## src/rtl/adc_spi_pkg.sv

```systemverilog
// Shared definitions for the serial ADC capture path: FSM state encoding and
// frame/data widths also used by the downstream receiver.
package adc_spi_pkg;

  typedef enum logic [1:0] {
    IDLE  = 2'd0,
    SETUP = 2'd1,
    SHIFT = 2'd2,
    QUIET = 2'd3
  } adc_state_t;

  localparam int ADC_FRAME_BITS = 16;
  localparam int ADC_DATA_BITS  = 12;

endpackage

```

## src/rtl/adc_spi_timing_sclk_divider.sv

```systemverilog
// SCLK half-period divider: counts clk cycles and emits a one-cycle half_tick
// every HALF_DIV clocks; a synchronous clear restarts the count at zero.
module sclk_divider #(
  parameter int HALF_DIV = 4
) (
  input  logic i_clk,
  input  logic i_rst_n,
  input  logic i_clr,
  output logic o_half_tick
);

  localparam int CW = (HALF_DIV > 1) ? $clog2(HALF_DIV) : 1;
  localparam logic [CW-1:0] LAST = CW'(HALF_DIV - 1);

  logic [CW-1:0] r_cnt;

  always_ff @(posedge i_clk or negedge i_rst_n) begin
    if (!i_rst_n) begin
      r_cnt <= '0;
    end else if (i_clr || (r_cnt == LAST)) begin
      r_cnt <= '0;
    end else begin
      r_cnt <= r_cnt + 1'b1;
    end
  end

  // Decoded from the registered count only, so the FSM can use it to pick
  // its next state (which in turn drives i_clr) without a combinational loop.
  assign o_half_tick = (r_cnt == LAST);

endmodule

```

## src/rtl/adc_spi_timing.sv

```systemverilog
// SCLK / CS generator for the serial ADC: one NBITS-bit frame per launch request.
// Build option ADC_TRIGGER_EN replaces the free-running period counter with a trig input.
//
// Handshake note: there is no valid/ready pair here; a launch request is a
// single-cycle strobe that is accepted only in IDLE and otherwise dropped
// with a one-cycle overrun pulse.
module adc_spi_timing
  import adc_spi_pkg::*;
#(
  parameter int HALF_DIV      = 4,
  parameter int NBITS         = ADC_FRAME_BITS,
  parameter int QUIET_CYC     = 8,
  parameter int SAMPLE_PERIOD = 256
) (
  input  logic       clk,
  input  logic       reset,
  input  logic       enable,
`ifdef ADC_TRIGGER_EN
  input  logic       trig,
`endif
  output logic       SCLK,
  output logic       CS,
  output logic       frame_start,
  output logic       frame_end,
  output logic       busy,
  output logic [4:0] bit_cnt,
  output logic       overrun,
  output adc_state_t o_dbg_state
);

  localparam logic [4:0] NB5 = 5'(NBITS);
  localparam int QW = $clog2(QUIET_CYC + 1);
  localparam logic [QW-1:0] QUIET_LAST = QW'(QUIET_CYC - 1);

  adc_state_t    r_state;
  adc_state_t    w_state_nxt;
  logic          r_cs;
  logic          r_sclk;
  logic [4:0]    r_bit_cnt;
  logic          r_fs;
  logic          r_fe;
  logic          r_busy;
  logic          r_ovr;
  logic [QW-1:0] r_quiet;

  logic          w_cs_nxt;
  logic          w_sclk_nxt;
  logic [4:0]    w_bit_nxt;
  logic          w_fs_nxt;
  logic          w_fe_nxt;
  logic          w_ovr_nxt;
  logic [QW-1:0] w_quiet_nxt;
  logic          w_launch;
  logic          w_half_tick;
  logic          w_div_clr;

`ifdef ADC_TRIGGER_EN
  assign w_launch = enable && trig;
`else
  localparam int PW = $clog2(SAMPLE_PERIOD);
  localparam logic [PW-1:0] PERIOD_LAST = PW'(SAMPLE_PERIOD - 1);

  logic [PW-1:0] r_period;

  // Cleared while disabled so the first launch lands a full period after enable.
  always_ff @(posedge clk or negedge reset) begin
    if (!reset) begin
      r_period <= '0;
    end else if (!enable || (r_period == PERIOD_LAST)) begin
      r_period <= '0;
    end else begin
      r_period <= r_period + 1'b1;
    end
  end

  assign w_launch = enable && (r_period == PERIOD_LAST);
`endif

  // Restarting on every state entry keeps edge spacing exact from SETUP onward.
  assign w_div_clr = (w_state_nxt != r_state) || (r_state == IDLE);

  sclk_divider #(
    .HALF_DIV (HALF_DIV)
  ) u_div (
    .i_clk       (clk),
    .i_rst_n     (reset),
    .i_clr       (w_div_clr),
    .o_half_tick (w_half_tick)
  );

  always_comb begin
    w_state_nxt = r_state;
    w_cs_nxt    = r_cs;
    w_sclk_nxt  = r_sclk;
    w_bit_nxt   = r_bit_cnt;
    w_fs_nxt    = 1'b0;
    w_fe_nxt    = 1'b0;
    w_ovr_nxt   = w_launch && (r_state != IDLE);
    w_quiet_nxt = '0;
    case (r_state)
      IDLE: begin
        w_cs_nxt   = 1'b1;
        w_sclk_nxt = 1'b1;
        if (w_launch) begin
          w_state_nxt = SETUP;
          w_cs_nxt    = 1'b0;
          w_fs_nxt    = 1'b1;
          w_bit_nxt   = '0;
        end
      end
      SETUP: begin
        if (w_half_tick) begin
          w_state_nxt = SHIFT;
          w_sclk_nxt  = 1'b0;
          w_bit_nxt   = r_bit_cnt + 1'b1;
        end
      end
      SHIFT: begin
        if (w_half_tick) begin
          if (!r_sclk) begin
            w_sclk_nxt = 1'b1;
          end else if (r_bit_cnt == NB5) begin
            // Last rising edge has been held a full half period: close the frame.
            w_state_nxt = QUIET;
            w_cs_nxt    = 1'b1;
            w_fe_nxt    = 1'b1;
          end else begin
            w_sclk_nxt = 1'b0;
            w_bit_nxt  = r_bit_cnt + 1'b1;
          end
        end
      end
      QUIET: begin
        w_cs_nxt   = 1'b1;
        w_sclk_nxt = 1'b1;
        if (r_quiet == QUIET_LAST) begin
          w_state_nxt = IDLE;
        end else begin
          w_quiet_nxt = r_quiet + 1'b1;
        end
      end
      default: begin
        w_state_nxt = IDLE;
        w_cs_nxt    = 1'b1;
        w_sclk_nxt  = 1'b1;
      end
    endcase
  end

  always_ff @(posedge clk or negedge reset) begin
    if (!reset) begin
      r_state   <= IDLE;
      r_cs      <= 1'b1;
      r_sclk    <= 1'b1;
      r_bit_cnt <= '0;
      r_fs      <= 1'b0;
      r_fe      <= 1'b0;
      r_busy    <= 1'b0;
      r_ovr     <= 1'b0;
      r_quiet   <= '0;
    end else begin
      r_state   <= w_state_nxt;
      r_cs      <= w_cs_nxt;
      r_sclk    <= w_sclk_nxt;
      r_bit_cnt <= w_bit_nxt;
      r_fs      <= w_fs_nxt;
      r_fe      <= w_fe_nxt;
      r_busy    <= (w_state_nxt != IDLE);
      r_ovr     <= w_ovr_nxt;
      r_quiet   <= w_quiet_nxt;
    end
  end

  assign SCLK        = r_sclk;
  assign CS          = r_cs;
  assign frame_start = r_fs;
  assign frame_end   = r_fe;
  assign busy        = r_busy;
  assign bit_cnt     = r_bit_cnt;
  assign overrun     = r_ovr;
  assign o_dbg_state = r_state;

endmodule

```

## config.mk

```make
export PLATFORM = sky130hd
export DESIGN_NAME = adc_spi_timing
export DESIGN_NICKNAME = d
export VERILOG_FILES = /design/src/rtl/adc_spi_pkg.sv /design/src/rtl/adc_spi_timing_sclk_divider.sv /design/src/rtl/adc_spi_timing.sv
export SDC_FILE = /design/constraint.sdc
export NUM_CORES = 1
export LEC_CHECK = 0
export BUFFER_PORTS_ARGS = -buffer_cell sky130_fd_sc_hd__buf_4
export CAP_MARGIN = 0
export CORE_MARGIN = 2
export CORE_UTILIZATION = 50
export DETAILED_ROUTE_END_ITERATION = 8
export HOLD_SLACK_MARGIN = 0.1
export MAX_ROUTING_LAYER = met4
export PLACE_DENSITY = 0.7
export SLEW_MARGIN = 20
export SYNTH_ARGS = -nofsm -noshare
export SYNTH_HDL_FRONTEND = slang
export SYNTH_SLANG_ARGS = --single-unit
```

## constraint.sdc

```tcl
create_clock -name clk -period 3.3 [get_ports clk]
set_clock_uncertainty 0.15 [all_clocks]
set_input_delay 0.165 -clock clk [delete_from_list [all_inputs] [get_ports clk]]
set_output_delay 0.165 -clock clk [all_outputs]
set_load 0.05 [all_outputs]
```

# Yosys cells after proc, flatten, opt, wreduce, memory -nomap -nowiden
# Index checks and enable logic that the tools add are counted.
# word_totals
register_bits	27
out_inout_bits	13
elab_cells	76
# classes
add_sub_neg	4
eq_ne	14
mux	32
n_reduce_logical	15
# ops
op	n
$mux 5	5
$pmux 5 s3	1
$mux 2	7
$mux 1	13
$add 8x1->8 const B	1
$eq 8x8->1 const B	1
$mux 4	2
$mux 8	1
$ne 2x2->1 const B	4
$pmux 2 s4	1
$eq 2x2->1 const B	3
$pmux 1 s3	2
$reduce_and 6->1	1
$reduce_bool 3->1	2
$add 5x1->5 const B	1
$eq 5x5->1 const B	1
$add 4x1->4 const B	1
$eq 4x3->1 const B	1
$ne 2x1->1 const B	2
$reduce_and 4->1	1
$reduce_bool 2->1	2
$logic_or 1x1->1	3
$add 2x1->2 const B	1
$eq 2x1->1 const B	1
6 further kinds	7

# Longest topological paths before layout
# logic_depth
ltp_word	9
ltp_mapped	7

# Modules after synthesis
# From an unflattened synthesis, not the netlist that was laid out.
# unflattened
hier_cells	139
hier_area_um2	1463.9
# modules_own_cells
module	instances	cells_per_inst	area_each_um2	seq_area_each_um2
adc_spi_timing	1	134	1378.8	628.1
sclk_divider	1	5	85.1	50.0

# Worst setup path before layout
# OpenSTA, ideal clock, no wires.
# synth_timing
path_kind	register to register
start	register r_state[1] (netlist: o_dbg_state[1])
end	register r_busy (netlist: busy)
arrival_ns	1.936
required_ns	3.025
setup_slack_ns	1.088
stages_incl_launch_ff	8
path_cell_list	dfrtp_1 -> inv_1 -> ha_1 -> buf_2 -> nor2b_1 -> a2111oi_0 -> o32a_1 -> nand3_1
# synth_via
elab_chain_len	5
# synth_rtl
item	line_no	text
from (decl)	adc_spi_timing.sv:35	adc_state_t r_state;
from (signal assigned)	adc_spi_timing.sv:162	r_state <= w_state_nxt;
$mux 2	adc_spi_timing.sv:122	end else if (r_bit_cnt == NB5) begin
$mux 2	adc_spi_timing.sv:120	if (!r_sclk) begin
$mux 2	adc_spi_timing.sv:119	if (w_half_tick) begin
$pmux 2 s4 (*)	adc_spi_timing.sv:100	case (r_state)
$reduce_bool 2->1 (*)	adc_spi_timing.sv:168	r_busy <= (w_state_nxt != IDLE);
to (signal assigned)	adc_spi_timing.sv:168	
to (decl)	adc_spi_timing.sv:42	logic r_busy;
# Mark *: on every way between the ends. The rest lies on a longest branch, timed or not.
# A chain may end at the register's enable or synchronous reset.

# Final worst setup path
# layout_timing
start	register r_state[0] (netlist: o_dbg_state[0])
end	register r_bit_cnt[1] (netlist: bit_cnt[1])
# layout_via
elab_chain_len	3
# layout_rtl
item	line_no	text
$eq 2x2->1, or another cell as far along	adc_spi_timing.sv:100	
$ne 2x2->1 (no line), or another cell as far along	n/a	
$reduce_and 6->1 (no line)	n/a	
to (signal assigned)	adc_spi_timing.sv:165	r_bit_cnt <= w_bit_nxt;
to (decl)	adc_spi_timing.sv:39	logic [4:0] r_bit_cnt;
# Several ways; a longest one is shown, not always the timed one.

==> metrics.md <==
| Metric | Value |
|---|---|
| Status | complete, no violations |
| Met1 Usage GRT | 0.240 |
| Fin crit period | slightly above 2000 ps |
| Hold-fix buffers, CTS | 2 |
| First-pass GRT wire length | approximately 4600 microns |
| Final setup fails | 0 |
| Chip width | 56.7 microns |
| Period utilisation layout | 0.620 |
| Synth top area share | 0.451 |
| PnR worst setup slack | roughly 1300 ps |
| Largest net degree at the start of global routing | 28 |
| Initial Util | 0.516 |
| Crit Path Class | register to register |
| CTS resizes | 0 |
| Post-Route WL | between 2000 and 3000 microns |
| VDD IR max | roughly 0.18 mV |
| Fillers | between 200 and 250 |
| CTS Buffer Depth | 2 |
| Antenna violations before repair | 0 |
| Yosys top cell by area | dfrtp_1 |
| Area grow syn2layout | 13.3% |
| Post-synth top flop | dfrtp_1 |
| Die Area | about 3200 sq um |
| Cell Area, Synth | approximately 1400 sq um |
| Num ports | 16 |
| Worst Max-Slew Pin Slew | between 300 and 400 ps |
| Setup crit end kind | register |
| Setup TNS | 0 ps |
| Worst hold path class | input port to asynchronous set/reset pin |
| Reg2reg start | o_dbg_state[0] |
| Clock transition at the registers of the reported paths | 130 ps |
| Post-route ant nets | 0 |
| Leakage | ~0.73 nW |
| Critical Path AT | between 2000 and 2500 ps |
| Sequential area share after synthesis | 0.489 |
| Vias in the first global route | ~1,100 |
| Met3 usage | 0.0230 |
| Slowest stage delay, CP | around 460 ps |
| Met2 usage | 0.307 |
| CTS tree | built |
| Avg Inst Size Synth | 10.3 sq um |
| Final Hold Viols | 0 |
| Global Route Usage Sum | 0.188 |
| Post-DP HPWL | between 1500 and 2000 microns |
| Yosys Warn Count | 0 |
| Num CTS Buffers | 3 |
| RePlAce Congestion | ~0.82 |
| Async SR Flop Fraction | 1.00 |
| # diodes | 0 |
| CORE AREA | approximately 2700 sq um |
| Die Span Y | between 50 and 60 microns |
| Worst-path maximum fanout | 11 |
| Most common cell in the netlist | dfrtp_1 |
| FF-to-FF setup slack | 1250 ps |
| Most frequent cells after synthesis | dfrtp_1, nor2_1, nand3_1, nand2_1, ha_1 |
| Worst-path cell chain | inv_1 -> ha_1 -> nand3_1 -> o22ai_2 -> and2_4 -> mux2i_1 |
| Slowest CP cell | dfrtp_1 |
| Layer with the highest usage | met2 |
| IO buf count | 15 |
| Nets@finish | 166 |
| Total of max-cap violations | 0 |
| CP startpoint kind | register |
| H-tree levels | 1 |
| Cells after Synth | between 100 and 150 |
| CTS root buf | clkbuf_4 |
| Post-layout util | 0.585 |
| Number of remaining DRC errors | 0 |
| Pre-CTS WS | roughly 1300 ps |
| Worst reg2reg path depth | 6 |
| Slew headroom | 0.745 |
| Max Slew Vio Count | 0 |
| Setup Buffers After CTS | 0 |
| 1st-iter DRT viols | 46 |
| Avg WL per Cell | ~14 microns |
| Fmax | 489 MHz |
| Share of post-route cells with drive strength above 1 | 0.150 |
| Power Density | between 300 and 400 nW/um^2 |
| Pre-antenna DRT Iters | 6 |
| Drt via density | about 5.7 |
| R2r endpoint | bit_cnt[1] |
| Sink Count | 27 |
| Cell Rows | 19 |
| Yosys reg bits | 27 |
| Worst EP required | ~3400 ps |
| Clock latency on the worst-skew pair | about 310 ps |
| Final Power | around 0.00049 W |
| Dominant cells by area after synthesis | dfrtp_1, ha_1, nand3_1 |
| Post-synth EDFFs | 0 |
| Vias post-DR | 1,046 |
| Final hold slack | 123 ps |
| Congestion Overflow GR | 0 |
| RSZ-0062 raised after global routing | false |
| Yosys cell types | 37 |
| Post-synthesis net count | around 150 |
## state kept, by name, summed over array words and instances, names as in the netlist
name	flops
r_period	8
bit_cnt	5
r_quiet	4
o_dbg_state	2
u_div.r_cnt	2
CS	1
SCLK	1
busy	1
frame_end	1
frame_start	1
overrun	1
## critical path, delay by kind of cell, from the launching register on
family	cells	cell delay, ps
AO/OA/AOI/OAI	1	280
adder cells (fa/ha/maj)	1	380
buffers and inverters	1	130
flip-flops	1	460
multiplexers	1	170
AND/OR/NAND/NOR	2	420
## worst max-delay path by stage
stage / start / endpoint / slack [ps] / cells past startpoint
2_1_floorplan: o_dbg_state[1] / busy / 1090 / 7
3_3_place_gp: o_dbg_state[1] / busy / 1260 / 6
3_5_place_dp: o_dbg_state[1] / busy / 1290 / 6
4_1_cts: o_dbg_state[1] / busy / 1270 / 6
5_1_grt: o_dbg_state[1] / busy / 1060 / 6
6_report: o_dbg_state[0] / bit_cnt[1] / 1250 / 6
## area by class of cell
cell class / count / area [sq um] / share of cell area
clock buffers: 4 / 26.3 / 0.0167
inverters: 8 / 30.0 / 0.0191
multi-input cells: 97 / 664 / 0.423
flip-flops and latches: 27 / 678 / 0.432
well taps: 31 / 38.8 / 0.0247
repair buffers: 17 / 133 / 0.0845
## cell families (layout without fill, tap and decap cells)
group / after synthesis / count (layout) / synth area share
AOI/OAI and AO/OA: 19 / 19 / 0.111
xor gates and xnor gates: 8 / 8 / 0.0505
adders and majority gates: 9 / 9 / 0.0812
buffers and inverters: 11 / 29 / 0.0316
DFF: 27 / 27 / 0.489
muxes: 3 / 3 / 0.0217
and+or+nand+nor: 58 / 58 / 0.215
## layout by cell type, fill, tap and decap left out
| master | Yosys | layout |
|---|---|---|
| nor3b_1 | 1 | 1 |
| and4_1 | 1 | 1 |
| nand4bb_1 | 1 | 1 |
| nand4_1 | 2 | 2 |
| xor2_1 | 4 | 4 |
| nand2_1 | 11 | 11 |
| nand3_1 | 12 | 12 |
| a21oi_1 | 3 | 3 |
| clkbuf_4 | 0 | 3 |
| o21ai_1 | 1 | 1 |
| a2111o_1 | 1 | 1 |
| clkbuf_1 | 1 | 1 |
| nor2_1 | 15 | 15 |
| o22ai_2 | 1 | 1 |
| nor2b_1 | 1 | 1 |
| o21ai_0 | 1 | 1 |
| a211o_1 | 1 | 1 |
| and4bb_1 | 1 | 1 |
| nor3_1 | 3 | 3 |
| dfrtp_1 | 25 | 25 |
| a221oi_1 | 1 | 1 |
| dlygate4sd3_1 | 0 | 2 |
| buf_4 | 0 | 15 |
| a2111oi_0 | 3 | 3 |
| nand3b_1 | 1 | 1 |
| o32a_1 | 1 | 1 |
| ha_1 | 9 | 9 |
| xnor2_1 | 4 | 4 |
| o22ai_1 | 1 | 1 |
| mux2i_1 | 3 | 3 |
| o21ai_2 | 1 | 1 |
| dfstp_2 | 2 | 2 |
| a211oi_1 | 1 | 1 |
| and2_1 | 5 | 5 |
| a32o_1 | 2 | 2 |
| o2bb2ai_1 | 1 | 1 |
| nand2b_1 | 3 | 3 |
| inv_1 | 8 | 8 |
| and2_4 | 1 | 1 |
## where the power goes
part	leakage (nW)	total, W	internal [W]	switching (W)
logic	0.358	0.0000169	0.00000611	0.0000108
clock network	0.0150	0.000136	0.0000472	0.0000893
registers	0.357	0.000337	0.000334	0.00000316
total	0.730	0.000490	0.000387	0.000103
## metrics by stage
stage	std cells	instance area, sq um
6_report	184	1570
5_1_grt	184	1570
4_1_cts	184	1570
3_5_place_dp	178	1520
3_3_place_gp	178	1520
2_1_floorplan	135	1390
## layer usage
layer / share of wire / vias to the layer above
li1: - / 511
met1: 0.45 / 516
met2: 0.53 / 19
met3: 0.025 / 0
met4: 0 / 0
met5: 0 / -
Power figures use the tool's default switching activity.
